[src/rtl/tick_burst_pkg.sv]
// Shared types for the tick-timed burst generator.
// The state encoding is visible to the FSM and to anything that decodes it.
package tick_burst_pkg;

   localparam int CNT_W_DEFAULT = 8;

   typedef enum logic [1:0] {
      IDLE = 2'd0,
      HIGH = 2'd1,
      LOW  = 2'd2,
      DONE = 2'd3
   } state_t;

endpackage

[src/rtl/tick_down_counter.sv]
// Phase-width counter: loads max(width,1), decrements on enabled ticks,
// and flags when the current phase is on its final tick.
module tick_down_counter #(
   parameter int CNT_W = 8
) (
   input  logic             clk,
   input  logic             reset,
   input  logic             i_load,
   input  logic [CNT_W-1:0] i_load_val,
   input  logic             i_en,
   input  logic             i_tick,
   output logic             o_is_one
);

   logic [CNT_W-1:0] r_cnt;
   logic [CNT_W-1:0] w_load_val;

   // A zero width would never reach the ==1 terminal value, so it runs as one tick.
   assign w_load_val = (i_load_val == '0) ? CNT_W'(1) : i_load_val;

   always_ff @(posedge clk) begin
      if (reset) begin
         r_cnt <= '0;
      end else if (i_load) begin
         r_cnt <= w_load_val;
      end else if (i_en && i_tick && (r_cnt != '0)) begin
         r_cnt <= r_cnt - CNT_W'(1);
      end
   end

   assign o_is_one = (r_cnt == CNT_W'(1));

endmodule

[src/rtl/tick_burst_gen.sv]
// Burst waveform generator: emits burst_len pulses whose high and low widths
// are measured in upstream ticks, with abort and a one-cycle done strobe.
module tick_burst_gen
   import tick_burst_pkg::*;
#(
   parameter int CNT_W = CNT_W_DEFAULT
) (
   input  logic             clk,
   input  logic             reset,
   input  logic             tick,
   input  logic             start,
   input  logic             abort,
   input  logic [CNT_W-1:0] burst_len,
   input  logic [CNT_W-1:0] high_ticks,
   input  logic [CNT_W-1:0] low_ticks,
   output logic             pulse_out,
   output logic             busy,
   output logic             done,
   output logic [CNT_W-1:0] pulse_cnt
);

   state_t           r_state;
   state_t           w_state_next;
   logic [CNT_W-1:0] r_len;
   logic [CNT_W-1:0] r_high;
   logic [CNT_W-1:0] r_low;
   logic [CNT_W-1:0] r_pulse_cnt;

   logic             w_accept;
   logic             w_pulse_inc;
   logic             w_load;
   logic [CNT_W-1:0] w_load_val;
   logic             w_cnt_en;
   logic             w_cnt_is_one;
   logic [CNT_W:0]   w_cnt_plus1;
   logic             w_last;

   // One extra bit so a full-scale burst_len compares without wrapping.
   assign w_cnt_plus1 = {1'b0, r_pulse_cnt} + {{CNT_W{1'b0}}, 1'b1};
   assign w_last      = (w_cnt_plus1 == {1'b0, r_len});

   assign w_cnt_en = ((r_state == HIGH) || (r_state == LOW)) && !abort;

   tick_down_counter #(
      .CNT_W (CNT_W)
   ) u_width_cnt (
      .clk        (clk),
      .reset      (reset),
      .i_load     (w_load),
      .i_load_val (w_load_val),
      .i_en       (w_cnt_en),
      .i_tick     (tick),
      .o_is_one   (w_cnt_is_one)
   );

   always_comb begin
      w_state_next = r_state;
      w_accept     = 1'b0;
      w_pulse_inc  = 1'b0;
      w_load       = 1'b0;
      w_load_val   = r_high;
      case (r_state)
         IDLE: begin
            if (start) begin
               w_accept = 1'b1;
               if (burst_len != '0) begin
                  w_state_next = HIGH;
                  w_load       = 1'b1;
                  w_load_val   = high_ticks;
               end else begin
                  w_state_next = DONE;
               end
            end
         end
         HIGH: begin
            if (abort) begin
               w_state_next = DONE;
            end else if (tick && w_cnt_is_one) begin
               w_pulse_inc = 1'b1;
               if (w_last) begin
                  w_state_next = DONE;
               end else begin
                  w_state_next = LOW;
                  w_load       = 1'b1;
                  w_load_val   = r_low;
               end
            end
         end
         LOW: begin
            if (abort) begin
               w_state_next = DONE;
            end else if (tick && w_cnt_is_one) begin
               w_state_next = HIGH;
               w_load       = 1'b1;
               w_load_val   = r_high;
            end
         end
         DONE: begin
            w_state_next = IDLE;
         end
         default: begin
            w_state_next = IDLE;
         end
      endcase
   end

   always_ff @(posedge clk) begin
      if (reset) begin
         r_state     <= IDLE;
         r_len       <= '0;
         r_high      <= '0;
         r_low       <= '0;
         r_pulse_cnt <= '0;
      end else begin
         r_state <= w_state_next;
         if (w_accept) begin
            r_len       <= burst_len;
            r_high      <= high_ticks;
            r_low       <= low_ticks;
            r_pulse_cnt <= '0;
         end else if (w_pulse_inc) begin
            r_pulse_cnt <= w_cnt_plus1[CNT_W-1:0];
         end
      end
   end

   assign pulse_out = (r_state == HIGH);
   assign done      = (r_state == DONE);
   assign busy      = (r_state != IDLE);
   assign pulse_cnt = r_pulse_cnt;

endmodule

[config.mk]
export PLATFORM = sky130hd
export DESIGN_NAME = tick_burst_gen
export DESIGN_NICKNAME = d
export VERILOG_FILES = /design/src/rtl/tick_burst_pkg.sv /design/src/rtl/tick_down_counter.sv /design/src/rtl/tick_burst_gen.sv
export SDC_FILE = /design/constraint.sdc
export NUM_CORES = 1
export LEC_CHECK = 0
export CORE_ASPECT_RATIO = 1.2
export CORE_MARGIN = 2
export CORE_UTILIZATION = 57
export DETAILED_ROUTE_END_ITERATION = 7
export GPL_ROUTABILITY_DRIVEN = 0
export HOLD_SLACK_MARGIN = 0.06
export PLACE_DENSITY = 0.81
export SYNTH_ARGS = -nofsm -noshare
export SYNTH_HDL_FRONTEND = slang
export SYNTH_SLANG_ARGS = --single-unit
[constraint.sdc]
create_clock -name clk -period 5.55 [get_ports clk]
set_clock_uncertainty 0.05 [all_clocks]
set_input_delay 0.8325 -clock clk [delete_from_list [all_inputs] [get_ports clk]]
set_output_delay 0.8325 -clock clk [all_outputs]
set_load 0.05 [all_outputs]
==> results.md <==
- Count of instances resized after the clock tree is built: 0
- Largest net degree at the start of global routing: 37
- Number of flops mapped to enable cells by yosys: 0
- Pleak: 1.03 nW
- Destination of the worst hold path: r_high[3]$_SDFFE_PP0P_
- Cell-by-cell trace of the critical path: clkdlybuf4s50_1, and2_1, nand2_1, o221a_2, a211oi_1, a211oi_1, a31o_1
- Slowest stage cell, crit path: and2_1
- Max Fanout on Critical Path: 25
- Reg2Reg Setup Slack: 2.62 ns
- Critical R2R Capture: u_width_cnt.r_cnt[0]$_SDFFE_PP0P_
- Fraction of the core area covered by cells at the end of the flow: 68.7%
- Final count of pins violating max slew: 0
- Yosys warning total: 0
- Layout net count: 367
- Ranking of synthesized cells by area: dfxtp_1, nand2_1, a21oi_1
- Worst-case vdd ir drop: 0.244 mV
- Dominant synthesized flop cell: dfxtp_1
- Shortest clock period the worst path allows after layout: 3.24 ns
- Ant. Diodes: 0
- Antenna violations before repair: 0
- GRT Util Overall: 24.2%
- Class of the worst hold path: reg -> reg
- Clock transition time at the flip-flop clock pins of the worst setup and hold paths: 0.07 ns
- Mux contribution to synthesized area: 2.92%
- Synthesized instance count: 302
- Share of synthesized registers carrying an async set or reset: 0%
- Synth Area in Simple Gates: 26.6%
- Distinct cell type count after synthesis: 57
- Pwr Density: 384 nW/µm²
- Post-synthesis area per instance: 8.07 µm²
- Buffers on Ports: 39
- Number of placed instances, taps included: 380
- Worst path top cell family by delay: simple AND/OR/NAND/NOR gates
- Synthesized cell area: 2440 µm²
- Buffers and inverters on the worst path: 1
- Fmax: 309 MHz
- Sum Neg Setup Slack: 0 ns
- Rel. slew slack: 43.3%
- Endpoints failing setup: 0
- Seq cells post-synth: 42
- IO Pins: 40
- Delay of the slowest cell on the worst path: 0.70 ns
- Starting utilization of the core area: 58.1%
- Iteration count of the initial detailed-routing pass: 5
- Kind of start point of the critical path: input pin
- Count of H-tree levels built during CTS: 2
- Classification of the worst setup path: in -> reg
- Vias after detailed routing: 2,190
- Number of standard cells in the layout, taps in and fillers out: 388
- WP data arrival: 3.38 ns
- Site row count: 26
- Most frequent cell after synthesis: nand2_1
- Core Area: 4200 µm²
- Required time worst endpoint: 5.69 ns
- Most frequent cell on the critical path: a211oi_1
- Largest family of logic cells by synthesized area: simple AND/OR/NAND/NOR gates
- Area of the die: 4820 µm²
- Hold wc startpoint: r_high[3]$_SDFFE_PP0P_
- Vertical die dimension: 75.7 µm
- Hold Crit Depth: 2
- Residual DRC count: 0
- Leading cell types by count after synthesis: nand2_1, dfxtp_1, a21oi_1
- First-pass GRT wire length: 9040 µm
- Share of the synthesized netlist area taken by xor and xnor gates: 6.82%
- Clock sink count: 42
- Clock Root Buffer: clkbuf_8
- Number of hold buffers added after CTS: 0
- Die width: 63.7 µm
- DRC violation total after the first TritonRoute iteration: 160
- Fraction of layout cells with a size suffix above 1: 8.13%
- Vias in the first global route: 1,994
- Layout overhead on the synthesized area: 18.3%
- Area share of the leading cell type in the synthesized netlist: 34.5%
- Number of CTS-inserted buffers: 5
- Slew at the pin closest to its max-slew limit: 0.851 ns
- CTS max path bufs: 2
- Share of synthesized area occupied by flip-flops and latches: 34.5%
- Final Hold Viols: 0
- Critical Path Sink Type: flop
- RSZ-0062 raised after global routing: false
- Cell count of the worst reg-to-reg path: 8
- Number of violations of the max-capacitance limit: 0
- Outcome: finished, final reports clean
- Complex-gate fraction of the synthesized area: 19.7%
- Wire per inst: 13.7 µm
- Latest clock arrival within the worst-skew pair: 0.30 ns
- Remaining antenna violation count after routing: 0
- DR vias/cell: 5.64
- Remaining Overflow, GRT: 0
- Reg-to-Reg Start: r_state[0]$_SDFFE_PP0P_
- DP Wirelength: 3960 µm
- Area share of fa/ha/maj cells after synthesis: 3.59%
- Detailed-route wire length: 5320 µm
- Post-synthesis cell type with the largest combined area: dfxtp_1
- CTS tree: done
- Setup Fix Bufs, Post-CTS: 0
- Period utilisation layout: 58.4%
- Number of nets in the synthesized netlist: 338
==> sequential cells by signal, summed over array words and instances (netlist names) <==
| signal | count |
|---|---|
| pulse_cnt | 8 |
| r_high | 8 |
| r_len | 8 |
| r_low | 8 |
| r_state | 2 |
| u_width_cnt.r_cnt | 8 |
==> stage by stage <==
stage	setup slack [ns]	instance area (µm²)	hold WS (ns)	power, W
after global placement	2.08	2790	0.396	0.000891
after CTS	2.30	2880	0.411	0.00111
final	2.31	2880	0.408	0.00111
after floorplan	2.62	2440	0.383	0.000795
after detailed placement	1.98	2790	0.401	0.000904
after global routing	2.03	2880	0.434	0.00119
==> layer usage <==
metal	wire (µm)	global-route usage (%)	up-vias
li1	-	-	1105
met1	2260	28.7	1005
met2	2630	42.8	67
met3	292	5.61	13
met4	136	10.4	0
met5	0	0	-
==> layout make-up <==
type / count / area (µm²)
multi-input combinational: 235 / 1450
fill: 374 / 1310
sequential: 42 / 841
timing repair buffer: 40 / 398
clock buffer: 6 / 82.6
tap: 56 / 70.1
inverter: 7 / 26.3
clock inverter: 2 / 12.5
==> worst max path at each step <==
| stage | from | to | slack [ns] | cells after the start |
|---|---|---|---|---|
| after global placement | start | u_width_cnt.r_cnt[0]$_SDFFE_PP0P_ | 2.08 | 7 |
| final | start | u_width_cnt.r_cnt[0]$_SDFFE_PP0P_ | 2.31 | 7 |
| after detailed placement | start | u_width_cnt.r_cnt[0]$_SDFFE_PP0P_ | 1.98 | 7 |
| after CTS | start | u_width_cnt.r_cnt[0]$_SDFFE_PP0P_ | 2.30 | 7 |
| after global routing | start | u_width_cnt.r_cnt[0]$_SDFFE_PP0P_ | 2.03 | 7 |
| after floorplan | pulse_cnt[0]$_SDFFE_PP0P_ | u_width_cnt.r_cnt[0]$_SDFFE_PP0P_ | 2.62 | 10 |
==> cell usage in the layout, fill, tap and decap left out, types with 2 or more instances in the layout <==
| cell | synthesis | final |
|---|---|---|
| o21bai_1 | 2 | 2 |
| a21o_1 | 2 | 2 |
| nand2_1 | 65 | 65 |
| nor4_4 | 2 | 2 |
| a21oi_1 | 36 | 36 |
| or3_1 | 3 | 3 |
| inv_1 | 7 | 7 |
| and2_2 | 2 | 2 |
| a31oi_1 | 3 | 3 |
| o22ai_1 | 2 | 2 |
| xnor2_1 | 11 | 11 |
| nor2_1 | 20 | 20 |
| mux2i_1 | 6 | 6 |
| nor4_1 | 3 | 3 |
| nand2b_1 | 2 | 2 |
| clkbuf_8 | 2 | 6 |
| and4_1 | 2 | 2 |
| and3_1 | 4 | 4 |
| a211oi_1 | 10 | 10 |
| o21ai_0 | 8 | 8 |
| clkdlybuf4s50_1 | 0 | 39 |
| ha_1 | 7 | 7 |
| nand3_1 | 9 | 9 |
| dfxtp_1 | 42 | 42 |
| xor2_1 | 8 | 8 |
| nor3_1 | 2 | 2 |
==> power breakdown <==
group | switching, W | internal [W]
Sequential | 0.0000565 | 0.000363
Clock | 0.000110 | 0.000100
Combinational | 0.000288 | 0.000191
Total | 0.000454 | 0.000654
==> worst min-delay path, stage by stage, from the launching register on <==
cell     delay [ns]
dfxtp_1        0.31
nand2_1        0.05
a21oi_1        0.05
==> kinds of logic (layout without fill, tap and decap cells) <==
group	after synthesis	count (layout)
DFF	42	42
buffers and inverters	25	55
and+or+nand+nor	127	127
adders and majority gates	7	7
AOI/OAI and AO/OA	75	75
xor gates and xnor gates	19	19
muxes	7	7
Note: power is estimated with default switching activity, not from simulation.
